[config.mk]
export PLATFORM = sky130hd
export DESIGN_NAME = uart_rx_buf
export DESIGN_NICKNAME = d
export VERILOG_FILES = /design/src/rtl/uart_rx_buf.sv
export SDC_FILE = /design/constraint.sdc
export NUM_CORES = 1
export LEC_CHECK = 0
export ABC_AREA = 1
export CAP_MARGIN = 20
export CORE_ASPECT_RATIO = 1.2
export CORE_MARGIN = 4
export CORE_UTILIZATION = 30
export CTS_BUF_LIST = sky130_fd_sc_hd__clkbuf_4 sky130_fd_sc_hd__clkbuf_8 sky130_fd_sc_hd__clkbuf_16
export DETAILED_ROUTE_END_ITERATION = 16
export PLACE_DENSITY = 0.47
export SLEW_MARGIN = 20
export SYNTH_ARGS = -nofsm -noshare
export SYNTH_HDL_FRONTEND = slang
export SYNTH_SLANG_ARGS = --single-unit
[constraint.sdc]
create_clock -name clk -period 3.95 [get_ports clk]
set_input_delay 0.395 -clock clk [delete_from_list [all_inputs] [get_ports clk]]
set_output_delay 0.395 -clock clk [all_outputs]
set_load 0.03 [all_outputs]
[src/rtl/uart_rx_buf.sv]
// UART receiver with a single-entry holding register and valid/ready hand-off.
// Optional parity; frames completing while the holding register is full are dropped.
module uart_rx_buf #(
    parameter int unsigned CLKS_PER_BIT = 16,
    parameter int unsigned PARITY_EN    = 0,
    parameter int unsigned PARITY_ODD   = 0
) (
    input  logic       clk,
    input  logic       rst,
    input  logic       rx,
    output logic [7:0] rxout,
    output logic       rxvalid,
    input  logic       rxready,
    output logic       rxdone,
    output logic       frame_err,
    output logic       parity_err,
    output logic       overrun
);

    localparam int unsigned CW = $clog2(CLKS_PER_BIT);
    localparam logic [CW-1:0] HALF_M1 = CW'(CLKS_PER_BIT / 2 - 1);
    localparam logic [CW-1:0] FULL_M1 = CW'(CLKS_PER_BIT - 1);
    localparam logic PAR_EN  = (PARITY_EN != 0);
    localparam logic PAR_ODD = (PARITY_ODD != 0);

    typedef enum logic [2:0] {IDLE, START, DATA, PARITY, STOP} state_t;

    state_t        state_q, state_d;
    logic          rx_meta_q, rx_s_q, rx_prev_q;
    logic [CW-1:0] cnt_q, cnt_d;
    logic [2:0]    idx_q, idx_d;
    logic [7:0]    shreg_q, shreg_d;
    logic          par_q, par_d;
    logic [7:0]    rxout_q, rxout_d;
    logic          rxvalid_q, rxvalid_d;
    logic          ferr_q, ferr_d;
    logic          perr_q, perr_d;
    logic          done_c, ovr_c, free;

    always_comb begin
        state_d   = state_q;
        cnt_d     = cnt_q + CW'(1);
        idx_d     = idx_q;
        shreg_d   = shreg_q;
        par_d     = par_q;
        rxout_d   = rxout_q;
        rxvalid_d = rxvalid_q;
        ferr_d    = ferr_q;
        perr_d    = perr_q;
        done_c    = 1'b0;
        ovr_c     = 1'b0;
        free      = !rxvalid_q || rxready;

        if (rxvalid_q && rxready) begin
            rxvalid_d = 1'b0;
        end

        case (state_q)
            IDLE: begin
                cnt_d = '0;
                // Edge-triggered start so a held-low line cannot re-arm
                if (rx_prev_q && !rx_s_q) begin
                    state_d = START;
                end
            end
            START: begin
                if (cnt_q == HALF_M1) begin
                    cnt_d = '0;
                    if (rx_s_q) begin
                        state_d = IDLE;
                    end else begin
                        state_d = DATA;
                        idx_d   = '0;
                    end
                end
            end
            DATA: begin
                if (cnt_q == FULL_M1) begin
                    cnt_d   = '0;
                    shreg_d = {rx_s_q, shreg_q[7:1]};
                    idx_d   = idx_q + 3'd1;
                    if (idx_q == 3'd7) begin
                        state_d = PAR_EN ? PARITY : STOP;
                    end
                end
            end
            PARITY: begin
                if (cnt_q == FULL_M1) begin
                    cnt_d   = '0;
                    par_d   = rx_s_q;
                    state_d = STOP;
                end
            end
            STOP: begin
                if (cnt_q == FULL_M1) begin
                    cnt_d   = '0;
                    state_d = IDLE;
                    done_c  = 1'b1;
                    if (free) begin
                        rxout_d   = shreg_q;
                        rxvalid_d = 1'b1;
                        ferr_d    = !rx_s_q;
                        perr_d    = PAR_EN && ((^shreg_q) ^ par_q ^ PAR_ODD);
                    end else begin
                        ovr_c = 1'b1;
                    end
                end
            end
            default: state_d = IDLE;
        endcase
    end

    always_ff @(posedge clk) begin
        if (rst) begin
            rx_meta_q <= 1'b1;
            rx_s_q    <= 1'b1;
            rx_prev_q <= 1'b1;
            state_q   <= IDLE;
            cnt_q     <= '0;
            idx_q     <= '0;
            shreg_q   <= '0;
            par_q     <= 1'b0;
            rxout_q   <= '0;
            rxvalid_q <= 1'b0;
            ferr_q    <= 1'b0;
            perr_q    <= 1'b0;
        end else begin
            rx_meta_q <= rx;
            rx_s_q    <= rx_meta_q;
            rx_prev_q <= rx_s_q;
            state_q   <= state_d;
            cnt_q     <= cnt_d;
            idx_q     <= idx_d;
            shreg_q   <= shreg_d;
            par_q     <= par_d;
            rxout_q   <= rxout_d;
            rxvalid_q <= rxvalid_d;
            ferr_q    <= ferr_d;
            perr_q    <= perr_d;
        end
    end

    assign rxout      = rxout_q;
    assign rxvalid    = rxvalid_q;
    assign frame_err  = ferr_q;
    assign parity_err = perr_q;
    assign rxdone     = done_c && !rst;
    assign overrun    = ovr_c && !rst;

endmodule

==> results.cfg <==
[worst_setup_path]
critical_path_class = flop to primary output
cp-end-kind = primary output
crit_arrival_ns = 2.02
critPathRequiredTime_ns = 3.56
start_kind = flop
startpoint = cnt_q[0]$_SDFF_PP0_
r2r-start = cnt_q[0]$_SDFF_PP0_
rrSetupSlack_ns = 2.27
worstPathMaxFanout = 4

[timing]
fin_crit_sh_pct = 61.0
hold_viol_final = 0
min_period_ns = 2.41
drv_slew = 0
fmax_mhz = 415
whs_ns = 0.413
tightest_slew_ns = 0.695
finClkSkew_ns = 0.00661
max-slew-margin-rel_pct = 53.6
grt_setup_unrepaired = no
setup_viol = 0
setup_tns_ns = 0

[yosys]
synth.most_common_cell = nor2_1
synth.area.top_cells = dfxtp_1, nor2_1, nand2_1
synth_top_area_share_pct = 46.6
async_reset_ff_share_pct = 0
ys_warn_count = 0
avgSynthCellArea_um2 = 7.74
synth_common_cells = nor2_1, dfxtp_1, nand2_1
synth.distinct_cells = 28
synth_area_leader_cell = dfxtp_1
synthCells = 172
ys_ff_latch = 31
synthesis.area_um2 = 1330
ys_seq_area_share_pct = 46.6
synth_edf_count = 0
ys.flop_type = dfxtp_1
syn-num-nets = 179

[pwr]
p_clk_share_pct = 33.0
p_leak_uw = 0.000738
ir_drop_mv = 0.188
p_seq_share_pct = 48.9
comb_power_share_pct = 18.2
p_switching_uw = 200
power_density_nw_per_um2 = 438
swShare_pct = 28.7
intPower_uw = 498

[min_path]
hp-start = rx_meta_q$_SDFF_PP1_
hp-class = flop to flop

[cts]
root_buffer = clkbuf_8
h-tree-depth = 2
worstSkewPairLatency_ns = 0.28
numCtsBuffers = 5
cts_setup_buffers = 0
clock-sinks = 31
cts_buffer_depth = 2
cts_tree = done
postCtsHoldBufs = 0
path_clk_slew_ns = 0.06
post_cts_resized = 0

[drt]
drt-initial-drc-count = 32
dr.pass1.iters = 4
drt_wl_total_um = 2590
via_per_inst = 4.50
wl_per_cell_um = 10.6
drcViolationCount = 0
ant_nets = 0
num_vias = 1098

[cells_and_area]
fin_util_pct = 37.4
regArea_um2 = 621
num-nets-final = 196
instances_no_fill = 244
fillers = 457
multi_input_area_um2 = 613
syn_to_final_growth_pct = 19.7
final_layout_size_suffix_gt1_share_pct = 14.4
fin_area_um2 = 1590
diodes = 0

[global_route]
antenna_found_initial = 0
track_usage_pct = 11.1
grt_pass1_vias = 1057
grt_pass1_wl_um = 4550
met1_usage_pct = 12.2
use_met3_pct = 4.70
grt_start_max_net_pins = 25
use_met2_pct = 17.9
grt.busiest_layer = met2
gr-total-overflow = 0

[die]
row_count = 26
initial_core_util_pct = 31.2
ios = 17
core_area_um2 = 4260
die_w_um = 68.8
dieArea_um2 = 5570
die_h_um = 81.0

[outcome]
status = finished, final reports clean

[placed_design]
port_buffers = 15
placed_cells = 238
dpl_cell_area_um2 = 1520
hpwl_um = 1920
place_congestion = 0.822

[job]
cap_viol_max_count = 0
-- path summary, 6_finish.rpt --
kind                                 to  cells past startpoint
setup / recovery                overrun                      6
hold reg to reg       rx_s_q$_SDFF_PP1_                      1
hold / removal        rx_s_q$_SDFF_PP1_                      1
setup reg to reg  rxout[5]$_SDFFE_PP0P_                      8
-- registers in the layout (all words and copies together), names as in the netlist --
signal,cells
frame_err,1
cnt_q,4
rxout,8
rxvalid,1
rx_meta_q,1
state_q,3
shreg_q,8
idx_q,3
rx_s_q,1
rx_prev_q,1
-- cells by family (layout without fill, tap and decap cells) --
logic type      count (synthesis)  count (layout)  share of synthesized area, %
compound gates                 24              24                          10.4
xor+xnor                        1               1                         0.658
fa+ha+maj                       3               3                          2.82
buf+inv                        22              38                          7.33
flops                          31              31                          46.6
other cells                     1               1                         0.282
simple gates                   90              90                          31.9
-- power groups by stage --
stage / Combinational, uW / Sequential (uW) / Clock [uW]
finish: 127 / 341 / 230
global route: 147 / 343 / 255
CTS: 128 / 341 / 241
detailed placement: 128 / 348 / 0
global placement: 125 / 347 / 0
floorplan: 106 / 344 / 0
-- layout by cell type (no fill, tap or decap), types with 4 or more instances in the layout --
cell and n:
nor2_1 45, dfxtp_1 31, nand2_1 22, clkdlybuf4s50_1 15
inv_1 12, o21ai_1 9, o21ai_0 8, inv_2 5
clkbuf_8 5, a21oi_1 4
-- layer usage --
metal  up-vias  wire [um]
li1        571          -
met5         -          0
met2        13       1330
met1       507       1130
met3         7         87
met4         0         51
-- area by class of cell --
type | instances | area share [%]
tap | 56 | 4.40
sequential | 31 | 38.9
clock buffer | 6 | 4.79
timing repair buffer | 15 | 9.42
inverter | 17 | 4.00
multi-input combinational | 119 | 38.5
-- worst max-delay path, cell delays in order, from the launching register on --
cell and delay [ns]:
dfxtp_1 0.36, ha_1 0.20, nand2_2 0.12, nor2_8 0.14, nand2_4 0.08, nor3_1 0.14, clkdlybuf4s50_1 0.70
-- through the flow --
stage	setup WS, ns	power (uW)
final	1.54	698
after global routing	1.43	745
after CTS	1.51	710
after detailed placement	1.57	475
after global placement	1.60	472
after floorplan	2.04	450
(Power assumes the default switching activity.)
